==> config.mk <==
export PLATFORM = sky130hd
export DESIGN_NAME = nexi_uart_fifo_wb
export DESIGN_NICKNAME = d
export VERILOG_FILES = /design/src/rtl/nexi_uart_pkg.sv /design/src/rtl/nexi_uart_sync_fifo.sv /design/src/rtl/nexi_uart_fifo_wb.sv
export SDC_FILE = /design/constraint.sdc
export NUM_CORES = 1
export LEC_CHECK = 0
export ABC_AREA = 1
export CAP_MARGIN = 20
export CORE_MARGIN = 5
export CORE_UTILIZATION = 50
export DETAILED_ROUTE_END_ITERATION = 10
export PLACE_DENSITY = 0.66
export SETUP_SLACK_MARGIN = 0.15
export SLEW_MARGIN = 10
export SYNTH_ARGS = -nofsm -noshare
export SYNTH_HDL_FRONTEND = slang
export SYNTH_SLANG_ARGS = --single-unit
==> constraint.sdc <==
create_clock -name clk_i -period 3.3 [get_ports clk_i]
set_input_delay 0.495 -clock clk_i [delete_from_list [all_inputs] [get_ports clk_i]]
set_output_delay 0.495 -clock clk_i [all_outputs]
set_load 0.05 [all_outputs]
==> src/rtl/nexi_uart_pkg.sv <==
// Shared definitions for the Wishbone FIFO UART: register map, bit positions, FSM states.
package nexi_uart_pkg;

  localparam logic [2:0] ADDR_DATA   = 3'd0;
  localparam logic [2:0] ADDR_STATUS = 3'd1;
  localparam logic [2:0] ADDR_IER    = 3'd2;
  localparam logic [2:0] ADDR_ISR    = 3'd3;
  localparam logic [2:0] ADDR_DIV_LO = 3'd4;
  localparam logic [2:0] ADDR_DIV_HI = 3'd5;
  localparam logic [2:0] ADDR_RXCNT  = 3'd6;
  localparam logic [2:0] ADDR_TXCNT  = 3'd7;

  // STATUS bit positions
  localparam int unsigned ST_RX_NEMPTY = 0;
  localparam int unsigned ST_RX_FULL   = 1;
  localparam int unsigned ST_TX_EMPTY  = 2;
  localparam int unsigned ST_TX_FULL   = 3;
  localparam int unsigned ST_TX_BUSY   = 4;
  localparam int unsigned ST_RXOVR     = 5;
  localparam int unsigned ST_FERR      = 6;
  localparam int unsigned ST_TXOVF     = 7;

  // IER / ISR bit positions
  localparam int unsigned IE_RX_AVAIL = 0;
  localparam int unsigned IE_TX_DONE  = 1;
  localparam int unsigned IE_ERROR    = 2;

  typedef enum logic [1:0] {TX_IDLE, TX_START, TX_DATA, TX_STOP} tx_state_t;
  typedef enum logic [1:0] {RX_IDLE, RX_START, RX_DATA, RX_STOP} rx_state_t;

endpackage

==> src/rtl/nexi_uart_sync_fifo.sv <==
// Synchronous FIFO with occupancy count; push and pop in the same cycle both take effect.
module nexi_uart_sync_fifo #(
  parameter int unsigned WIDTH = 8,
  parameter int unsigned DEPTH = 16
) (
  input  logic                     clk_i,
  input  logic                     rst_ni,
  input  logic                     push,
  input  logic                     pop,
  input  logic [WIDTH-1:0]         wdata,
  output logic [WIDTH-1:0]         rdata,
  output logic                     full,
  output logic                     empty,
  output logic [$clog2(DEPTH):0]   count
);
  localparam int unsigned AW = $clog2(DEPTH);
  localparam int unsigned CW = AW + 1;

  logic [WIDTH-1:0] mem [DEPTH];
  logic [AW-1:0]    wr_ptr, rd_ptr;
  logic             do_push, do_pop;

  assign empty   = (count == '0);
  assign full    = (count == CW'(DEPTH));
  assign do_pop  = pop & ~empty;
  // A full FIFO still accepts a push when a pop frees a slot in the same cycle.
  assign do_push = push & (~full | do_pop);
  assign rdata   = mem[rd_ptr];

  // Storage array write
  always_ff @(posedge clk_i) begin
    if (do_push) mem[wr_ptr] <= wdata;
  end

  // Pointers (wrap mod DEPTH) and occupancy count
  always_ff @(posedge clk_i or negedge rst_ni) begin
    if (!rst_ni) begin
      wr_ptr <= '0;
      rd_ptr <= '0;
      count  <= '0;
    end else begin
      if (do_push) wr_ptr <= wr_ptr + 1'b1;
      if (do_pop)  rd_ptr <= rd_ptr + 1'b1;
      case ({do_push, do_pop})
        2'b10:   count <= count + 1'b1;
        2'b01:   count <= count - 1'b1;
        default: count <= count;
      endcase
    end
  end

endmodule

==> src/rtl/nexi_uart_fifo_wb.sv <==
// Wishbone-slave 8N1 UART with TX/RX FIFOs, programmable baud divisor, sticky errors and IRQ.
module nexi_uart_fifo_wb
  import nexi_uart_pkg::*;
#(
  parameter int unsigned FIFO_DEPTH = 16,
  parameter logic [15:0] DIV_RESET  = 16'd26
) (
  input  logic       clk_i,
  input  logic       rst_ni,
  input  logic       cyc_i,
  input  logic       stb_i,
  input  logic       we_i,
  input  logic [2:0] addr_i,
  input  logic [7:0] data_i,
  output logic       ack_o,
  output logic [7:0] data_o,
  output logic       irq_o,
  input  logic       rx_pin,
  output logic       tx_pin
);
  localparam int unsigned CW = $clog2(FIFO_DEPTH) + 1;

  logic          access, wr, rd, tx_push, rx_pop, isr_wr;
  logic [7:0]    rd_data, status;
  logic [2:0]    ier, pending;
  logic [15:0]   div, baud_cnt;
  logic          tick;
  logic          rxovr, ferr, txovf;
  logic          tx_full, tx_empty, rx_full, rx_empty;
  logic [CW-1:0] tx_count, rx_count;
  logic [7:0]    tx_rdata, rx_rdata;

  tx_state_t     tx_state, tx_next;
  logic          tx_pop, tx_bit_done, tx_busy;
  logic [3:0]    tx_tcnt;
  logic [2:0]    tx_bcnt;
  logic [7:0]    tx_shr;

  rx_state_t     rx_state, rx_next;
  logic          rx_s1, rx_s2, rx_s3, rx_fall;
  logic          rx_mid, rx_bit_done, rx_push, ferr_set, rxovr_set;
  logic [3:0]    rx_tcnt;
  logic [2:0]    rx_bcnt;
  logic [7:0]    rx_shr;

  assign access  = cyc_i & stb_i & ~ack_o;
  assign wr      = access & we_i;
  assign rd      = access & ~we_i;
  assign tx_push = wr & (addr_i == ADDR_DATA);
  assign rx_pop  = rd & (addr_i == ADDR_DATA);
  assign isr_wr  = wr & (addr_i == ADDR_ISR);

  nexi_uart_sync_fifo #(.WIDTH(8), .DEPTH(FIFO_DEPTH)) u_tx_fifo (
    .clk_i(clk_i), .rst_ni(rst_ni), .push(tx_push), .pop(tx_pop), .wdata(data_i),
    .rdata(tx_rdata), .full(tx_full), .empty(tx_empty), .count(tx_count)
  );

  nexi_uart_sync_fifo #(.WIDTH(8), .DEPTH(FIFO_DEPTH)) u_rx_fifo (
    .clk_i(clk_i), .rst_ni(rst_ni), .push(rx_push), .pop(rx_pop), .wdata(rx_shr),
    .rdata(rx_rdata), .full(rx_full), .empty(rx_empty), .count(rx_count)
  );

  assign tx_busy   = (tx_state != TX_IDLE);
  assign status    = {txovf, ferr, rxovr, tx_busy, tx_full, tx_empty, rx_full, ~rx_empty};
  assign pending   = {rxovr | ferr | txovf, tx_empty & ~tx_busy, ~rx_empty};
  assign rxovr_set = rx_push & rx_full & ~rx_pop;

  // Register read multiplexer
  always_comb begin
    rd_data = '0;
    case (addr_i)
      ADDR_DATA:   rd_data = rx_empty ? 8'h00 : rx_rdata;
      ADDR_STATUS: rd_data = status;
      ADDR_IER:    rd_data = {5'b0, ier};
      ADDR_ISR:    rd_data = {5'b0, pending};
      ADDR_DIV_LO: rd_data = div[7:0];
      ADDR_DIV_HI: rd_data = div[15:8];
      ADDR_RXCNT:  rd_data = 8'(rx_count);
      ADDR_TXCNT:  rd_data = 8'(tx_count);
      default:     rd_data = '0;
    endcase
  end

  // Bus handshake, control registers, sticky flags (hardware set beats W1C) and IRQ
  always_ff @(posedge clk_i or negedge rst_ni) begin
    if (!rst_ni) begin
      ack_o  <= 1'b0;
      data_o <= '0;
      irq_o  <= 1'b0;
      ier    <= '0;
      div    <= DIV_RESET;
      rxovr  <= 1'b0;
      ferr   <= 1'b0;
      txovf  <= 1'b0;
    end else begin
      ack_o  <= access;
      data_o <= rd ? rd_data : 8'h00;
      irq_o  <= |(pending & ier);
      if (wr && addr_i == ADDR_IER)    ier       <= data_i[2:0];
      if (wr && addr_i == ADDR_DIV_LO) div[7:0]  <= data_i;
      if (wr && addr_i == ADDR_DIV_HI) div[15:8] <= data_i;
      rxovr <= (rxovr & ~(isr_wr & data_i[ST_RXOVR])) | rxovr_set;
      ferr  <= (ferr  & ~(isr_wr & data_i[ST_FERR]))  | ferr_set;
      txovf <= (txovf & ~(isr_wr & data_i[ST_TXOVF])) | (tx_push & tx_full & ~tx_pop);
    end
  end

  // Baud down-counter: reloads DIV on zero, emitting one tick16 per DIV+1 cycles
  always_ff @(posedge clk_i or negedge rst_ni) begin
    if (!rst_ni)             baud_cnt <= DIV_RESET;
    else if (baud_cnt == '0) baud_cnt <= div;
    else                     baud_cnt <= baud_cnt - 16'd1;
  end
  assign tick = (baud_cnt == '0);

  // TX state register
  always_ff @(posedge clk_i or negedge rst_ni) begin
    if (!rst_ni) tx_state <= TX_IDLE;
    else         tx_state <= tx_next;
  end

  // TX next state; frames start on a tick so every bit spans exactly 16 ticks
  always_comb begin
    tx_next     = tx_state;
    tx_pop      = 1'b0;
    tx_bit_done = tick && (tx_tcnt == 4'd15);
    case (tx_state)
      TX_IDLE:  if (tick && !tx_empty) begin
                  tx_next = TX_START;
                  tx_pop  = 1'b1;
                end
      TX_START: if (tx_bit_done) tx_next = TX_DATA;
      TX_DATA:  if (tx_bit_done && tx_bcnt == 3'd7) tx_next = TX_STOP;
      TX_STOP:  if (tx_bit_done) tx_next = TX_IDLE;
      default:  tx_next = TX_IDLE;
    endcase
  end

  // TX datapath: tick counter, bit counter, shift register
  always_ff @(posedge clk_i or negedge rst_ni) begin
    if (!rst_ni) begin
      tx_tcnt <= '0;
      tx_bcnt <= '0;
      tx_shr  <= '0;
    end else begin
      if (tx_state == TX_IDLE) tx_tcnt <= '0;
      else if (tick)           tx_tcnt <= tx_tcnt + 4'd1;
      if (tx_pop) begin
        tx_shr  <= tx_rdata;
        tx_bcnt <= '0;
      end else if (tx_state == TX_DATA && tx_bit_done) begin
        tx_shr  <= {1'b0, tx_shr[7:1]};
        tx_bcnt <= tx_bcnt + 3'd1;
      end
    end
  end

  assign tx_pin = (tx_state == TX_START) ? 1'b0 :
                  (tx_state == TX_DATA)  ? tx_shr[0] : 1'b1;

  // RX synchroniser plus one history flop for falling-edge detection
  always_ff @(posedge clk_i or negedge rst_ni) begin
    if (!rst_ni) begin
      rx_s1 <= 1'b1;
      rx_s2 <= 1'b1;
      rx_s3 <= 1'b1;
    end else begin
      rx_s1 <= rx_pin;
      rx_s2 <= rx_s1;
      rx_s3 <= rx_s2;
    end
  end
  assign rx_fall = rx_s3 & ~rx_s2;

  // RX state register
  always_ff @(posedge clk_i or negedge rst_ni) begin
    if (!rst_ni) rx_state <= RX_IDLE;
    else         rx_state <= rx_next;
  end

  // RX next state, glitch rejection, stop-bit check
  always_comb begin
    rx_next     = rx_state;
    rx_mid      = tick && (rx_tcnt == 4'd7);
    rx_bit_done = tick && (rx_tcnt == 4'd15);
    rx_push     = 1'b0;
    ferr_set    = 1'b0;
    case (rx_state)
      RX_IDLE:  if (rx_fall) rx_next = RX_START;
      RX_START: if (rx_mid) rx_next = rx_s2 ? RX_IDLE : RX_DATA;
      RX_DATA:  if (rx_bit_done && rx_bcnt == 3'd7) rx_next = RX_STOP;
      RX_STOP:  if (rx_bit_done) begin
                  rx_next  = RX_IDLE;
                  ferr_set = ~rx_s2;
                  rx_push  = rx_s2;
                end
      default:  rx_next = RX_IDLE;
    endcase
  end

  // RX datapath; the tick counter restarts at the start-bit centre so data samples land mid-bit
  always_ff @(posedge clk_i or negedge rst_ni) begin
    if (!rst_ni) begin
      rx_tcnt <= '0;
      rx_bcnt <= '0;
      rx_shr  <= '0;
    end else begin
      case (rx_state)
        RX_IDLE:  begin
                    rx_tcnt <= '0;
                    rx_bcnt <= '0;
                  end
        RX_START: if (rx_mid) rx_tcnt <= '0;
                  else if (tick) rx_tcnt <= rx_tcnt + 4'd1;
        default:  if (tick) rx_tcnt <= rx_tcnt + 4'd1;
      endcase
      if (rx_state == RX_DATA && rx_bit_done) begin
        rx_shr  <= {rx_s2, rx_shr[7:1]};
        rx_bcnt <= rx_bcnt + 3'd1;
      end
    end
  end

endmodule

Word level (Yosys, flattened, before mapping)
Memory sizes are Yosys's and may differ from the RTL's.
Index checks and enable logic that the tools add are counted.
- bits in registers: 111
- word-level logic and storage cells: 185
- memory bits (writable): 256
- bits of input ports: 17
- output and inout bits: 11
- memories: 2
- multiplexer cells: 40
- reduce and logical (&&, ||, !) cells: 27
- equal/unequal tests: 32
- add/sub/neg operators: 13
- bitwise operators: 44
- memories (memory ; depth ; width ; read ports ; clocked after memory_dff ; wr ports ; RTL line ; RTL):
    u_rx_fifo.mem ; 16 ; 8 ; 1 ; 0 ; 1 ; nexi_uart_sync_fifo.sv:19 ; logic [WIDTH-1:0] mem [DEPTH];
    u_tx_fifo.mem ; 16 ; 8 ; 1 ; 0 ; 1 ; nexi_uart_sync_fifo.sv:19 ;
- operator list (cell ; count):
    8-bit one-hot mux with 8 select lines ; 1
    8-bit 2-to-1 mux ; 4
    4-bit by 1-bit adder with 4-bit output, second input constant ; 6
    1-bit AND ; 23
    5-bit one-hot mux with 2 select lines ; 2
    3-bit equality test, second input constant ; 6
    2-bit 2-to-1 mux ; 9
    16-bit logical NOT ; 1
    16-bit 2-to-1 mux ; 1
    4-bit 2-to-1 mux ; 4
    2-bit != test, second input constant ; 8
    2-bit one-hot mux with 4 select lines ; 2
    16-bit by 1-bit subtractor with 16-bit output, second input constant ; 1
    1-bit inverter ; 13
    2-bit equality test, second input constant ; 6
    1-bit 2-to-1 mux ; 12
    3-bit 2-to-1 mux ; 4
    2-bit nonzero test ; 6
    1-bit logical AND ; 11
    5-bit by 1-bit adder with 5-bit output, second input constant ; 2
    5-bit equality test, second input constant ; 2
    5-bit logical NOT ; 2
    5-bit by 1-bit subtractor with 5-bit output, second input constant ; 2
    2-bit by 1-bit equality test with 1-bit output, second input constant ; 4
    other kinds (13) ; 24

Logic depth before layout (Yosys ltp)
- word-level depth: 10
- gate-level depth with buffers: 19
- mapped depth without buffers: 17

Cells and area by module
A second synthesis with hierarchy kept.
- cell total of the unflattened synthesis: 1503
- area, all modules: 16385.7 sq um
- by module, submodules not included (module ; times used ; area each (sq um) ; seq. area each (sq um) ; cells an instance):
    nexi_uart_sync_fifo at u_rx_fifo ; 1 ; 5962.0 ; 4169.0 ; 481
    nexi_uart_sync_fifo at u_tx_fifo ; 1 ; 5958.2 ; 4169.0 ; 478
    nexi_uart_fifo_wb ; 1 ; 4465.5 ; 2138.3 ; 544

Worst setup path after synthesis
Ideal clock, no wire load.
- path type: reg2reg
- from: reg ack_o
- to: reg u_rx_fifo.count[4]
- cell stages (with the launch flop): 16
- arrival: 2.875 ns
- data required time: 3.169 ns
- path slack: 0.294 ns
- setup time: 0.131 ns
- period minus slack after synthesis: 3.006 ns
- buffers on the path: 0
- path through: dfrtp_1 inv_1 nand3_1 nor2_1 nand2_1 nand2_1 inv_2 nor3_4 inv_1 ha_1 fa_1 a21oi_1 o21bai_1 a21oi_1 o21ai_0 xor2_1
- longest elaborated chain between the ends: 9
- elaborated cells between the ends (all ways): 11
- those cells by class: eq/ne: 2; mux: 1; bitwise: 7; reduce/logical: 1
- RTL lines (item ; RTL line ; RTL):
    from (decl) ; nexi_uart_fifo_wb.sv:15 ; output logic ack_o,
    from (signal assigned) ; nexi_uart_fifo_wb.sv:96 ; ack_o <= access;
    1-bit inverter * ; nexi_uart_fifo_wb.sv:46 ; assign access = cyc_i & stb_i & ~ack_o;
    1-bit AND * ; nexi_uart_fifo_wb.sv:46 ;
    1-bit AND * ; nexi_uart_fifo_wb.sv:48 ; assign rd = access & ~we_i;
    1-bit AND * ; nexi_uart_fifo_wb.sv:50 ; assign rx_pop = rd & (addr_i == ADDR_DATA);
    1-bit AND * ; nexi_uart_sync_fifo.sv:25 ; assign do_pop = pop & ~empty;
    1-bit OR ; nexi_uart_sync_fifo.sv:27 ; assign do_push = push & (~full | do_pop);
    1-bit AND ; nexi_uart_sync_fifo.sv:27 ;
    2-bit by 1-bit equality test with 1-bit output / 2-bit equality test (equally long branches) ; nexi_uart_sync_fifo.sv:44 ; case ({do_push, do_pop})
    5-bit one-hot mux with 2 select lines / 2-bit nonzero test (equally long branches) ; n/a ;
    to (signal assigned) ; nexi_uart_sync_fifo.sv:45 ; 2'b10: count <= count + 1'b1;
    to (signal assigned) ; nexi_uart_sync_fifo.sv:46 ; 2'b01: count <= count - 1'b1;
    to (signal assigned) ; nexi_uart_sync_fifo.sv:47 ; default: count <= count;
    to (decl) ; nexi_uart_sync_fifo.sv:14 ; output logic [$clog2(DEPTH):0] count
Every way passes the cells marked *; elsewhere a longest branch is shown, timed or not.
A chain may end at the register's enable or synchronous reset.

Final worst setup path
- from: reg baud_cnt[0]
- to: reg u_rx_fifo.count[4]
- longest elaborated chain between the ends: 7
- elaborated cells between the ends (all ways): 9
- those cells by class: eq/ne: 2; mux: 3; bitwise: 1; reduce/logical: 3
- RTL lines (item ; RTL line ; RTL):
    from (decl) ; nexi_uart_fifo_wb.sv:26 ; logic [15:0] div, baud_cnt;
    from (signal assigned) ; nexi_uart_fifo_wb.sv:111 ; else if (baud_cnt == '0) baud_cnt <= div;
    from (signal assigned) ; nexi_uart_fifo_wb.sv:112 ; else baud_cnt <= baud_cnt - 16'd1;
    16-bit logical NOT * ; nexi_uart_fifo_wb.sv:114 ; assign tick = (baud_cnt == '0);
    1-bit logical AND * ; nexi_uart_fifo_wb.sv:185 ; rx_bit_done = tick && (rx_tcnt == 4'd15);
    1-bit 2-to-1 mux * ; nexi_uart_fifo_wb.sv:192 ; RX_STOP: if (rx_bit_done) begin
    1-bit 2-to-1 mux * ; nexi_uart_fifo_wb.sv:188 ; case (rx_state)
    1-bit AND * ; nexi_uart_sync_fifo.sv:27 ;
    2-bit by 1-bit equality test with 1-bit output / 2-bit equality test (equally long branches) ; nexi_uart_sync_fifo.sv:44 ;
    5-bit one-hot mux with 2 select lines / 2-bit nonzero test (equally long branches) ; n/a ;
Marks and branches as above.

==> impl_results.md <==
* Status: finished with violations
* Violated checks: hold timing
* Startpoint Class: flip-flop
* Port bufs at 27
* Routability Congestion at 0.897
* Mapped cell area at 16300 um^2
* Post-Syn Nets at 1678
* Seq cells post-synth at 367
* Critical-path cell list: inv_1, ha_1, nand2_1, nor2_4, nand4_1, buf_4, nor3_4, inv_1, ha_1, fa_1, a21oi_1, o21bai_1, a21oi_1, o21ai_0, xor2_1
* Post-CTS setup buffer count at 0
* Leakage at 0.00792 uW
* Setup Viol. Count Final at 0
* Design Area, Final at 18700 um^2
* Post-Route WL at 38.6 mm
* Worst vdd rail ir drop at 0.426 mV
* Clock tree from TritonCTS: yes
* Hold WS at -12.2 ps
* CP Class: flip-flop to flip-flop
* Post-synthesis sequential area ratio at 64.3%
* Crit path max-delay family: adder cells
* Worst Path Arrival at 3360 ps
* Critical R2R Capture: u_rx_fifo.count[4]
* Async set or reset register ratio after synthesis at 30.2%
* Post-synth cell types at 37
* DRC at 0
* Syn avg cell area at 9.99 um^2
* Largest net degree at the start of global routing at 75
* Fmax at 338 MHz
* CTS Buf Count at 40
* Number of gates resized after cts at 0
* Critical path origin: baud_cnt[0]
* Vias in the first global route at 11300
* N_diodes at 0
* Post-synth EDFFs at 256
* Die width at 191 um
* Average via count per standard cell at 5.36
* Reg clk slew, reported paths at 60 ps
* CTS Hold Bufs at 0
* Slew HR at 42.7%
* R2r setup slk at 340 ps
* GRT Resource Usage Total at 21.6%
* Die ar. at 36300 um^2
* Slowest cell on the critical path: fa_1
* Synth Flop Type: edfxtp_1
* Footprint of the multi-input gates at 5080 um^2
* Hold WC Path Type: input port to asynchronous set/reset pin
* Setup TNS Final at 0 ps
* Top Ports at 28
* Num Clock Sinks at 367
* Tcrit/Tclk final at 89.7%
* Initial antenna violation count at 0
* Max-capacitance violation count at 0
* Row count at 66
* Fin util at 57.9%
* Worst Reg-to-Reg Cells at 15
* Die Y at 191 um
* Most frequent cells in the layout: nand2_1 (461), edfxtp_1 (256), nand3_1 (180)
* Via count at 11700
* Worst Clk Skew at 17.7 ps
* Wire length of the first global-routing pass at 61.8 mm
* Fill cells at 2791
* RSZ-0062 raised after global routing: no
* HPWL Detailed at 25.6 mm
* CTS root buf: clkbuf_16
* Delay of the slowest cell on the worst path at 430 ps
* CP Data Required Time at 3700 ps
* ANT nets after route at 0
* Area grow syn2layout at 14.9%
* Placeable Area at 32400 um^2
* Grt total ovfl at 0
* Max Slew Vio Count at 0
* Slew at the pin closest to its max-slew limit at 858 ps
* Synth Warn # at 0
* DP Area at 17400 um^2
* # H-tree levels at 2
* Min Tclk post-route at 2960 ps
* WL/cell at 17.7 um
* Share of layout cells above drive strength 1 at 9.30%
* Cells after Synth at 1631
* Seq. cell area at 10500 um^2
* Power Density at 616 nW/um^2
* Clk buf depth at 3
* FF-to-FF Start: baud_cnt[0]
* DRT iter0 DRCs at 1041
* Fin. Hold Viols at 5
* 1st-pass router iterations at 5
* Initial Util at 50.3%
* Total power at 11500 uW
* Most common cell after layout, fill and taps aside: nand2_1
* Skew-Pair Late Insertion Delay at 530 ps
* Crit. End Element: flip-flop
* Final #Nets at 1758
* Crit path max fanout at 6
* WP buf/inv at 3
==> metrics by stage <==
| step | setup WS, ps | instances |
|---|---|---|
| after floorplan | 294 | 1631 |
| after global placement | 195 | 2111 |
| after detailed placement | 84.8 | 2111 |
| after CTS | 300 | 2183 |
| after global routing | 168 | 2183 |
| final | 340 | 2183 |
==> cells by family after synthesis <==
group	after synthesis	share of synthesized area, %
AND/OR/NAND/NOR	848	21.7
AO/OA/AOI/OAI	157	5.30
buffers and inverters	196	4.61
XOR/XNOR	33	1.77
flip-flops	367	64.3
adder cells (fa/ha/maj)	30	2.35
==> cells in the mapped netlist (3+ instances only) <==
library cell | instances | area [um^2]
nand2_1 | 461 | 1730
edfxtp_1 | 256 | 7690
nand3_1 | 180 | 901
nor2_1 | 157 | 589
inv_1 | 126 | 473
o21ai_0 | 104 | 521
dfrtp_1 | 102 | 2550
clkbuf_1 | 44 | 165
ha_1 | 29 | 363
xor2_1 | 26 | 228
nor3_1 | 22 | 110
a21oi_1 | 21 | 105
o211ai_1 | 18 | 135
nand4_1 | 11 | 68.8
dfstp_2 | 9 | 236
buf_2 | 7 | 35.0
or2_2 | 7 | 43.8
xnor2_1 | 7 | 61.3
buf_1 | 6 | 22.5
clkinv_1 | 6 | 22.5
inv_2 | 6 | 22.5
nand2_2 | 3 | 18.8
nor2_2 | 3 | 18.8
o21a_1 | 3 | 22.5
o31ai_1 | 3 | 22.5
==> flip-flops by register name (all words and copies together) (netlist names), 5 cells and up, named ones only <==
name	flops
u_rx_fifo.mem	128
u_tx_fifo.mem	128
baud_cnt	16
div	16
data_o	8
rx_shr	8
tx_shr	8
u_rx_fifo.count	5
u_tx_fifo.count	5
==> worst max path at each step <==
stage | end | slack [ps] | cells past startpoint
floorplan | u_rx_fifo.count[4] | 290 | 15
global placement | u_rx_fifo.count[4] | 190 | 16
detailed placement | u_rx_fifo.count[4] | 80 | 16
CTS | u_rx_fifo.count[4] | 300 | 15
global route | u_rx_fifo.count[4] | 170 | 15
finish | u_rx_fifo.count[4] | 340 | 15
==> metal layers <==
layer	routed length, um	share of wire (%)	track usage [%]	vias up
li1	-	-	-	5623
met1	17200	44	30.8	5578
met2	17900	46	34.4	406
met3	2450	6.4	3.81	85
met4	1090	2.8	6.24	0
met5	0	0	0	-
==> power by group <==
group	switching (uW)	leakage, uW	internal, uW
registers	232	0.00403	5170
logic	1190	0.00327	587
clock network	1750	0.000628	2600
total	3170	0.00792	8360
==> final cells by class <==
cell class / instances / area share (%)
Clock inverter: 19 / 0.935
Inverter: 138 / 2.77
Clock buffer: 53 / 5.93
Timing Repair Buffer: 96 / 4.33
Tap cell: 442 / 2.95
Sequential cell: 367 / 56.0
Multi-Input combinational cell: 1068 / 27.1
(Power assumes the default switching activity.)
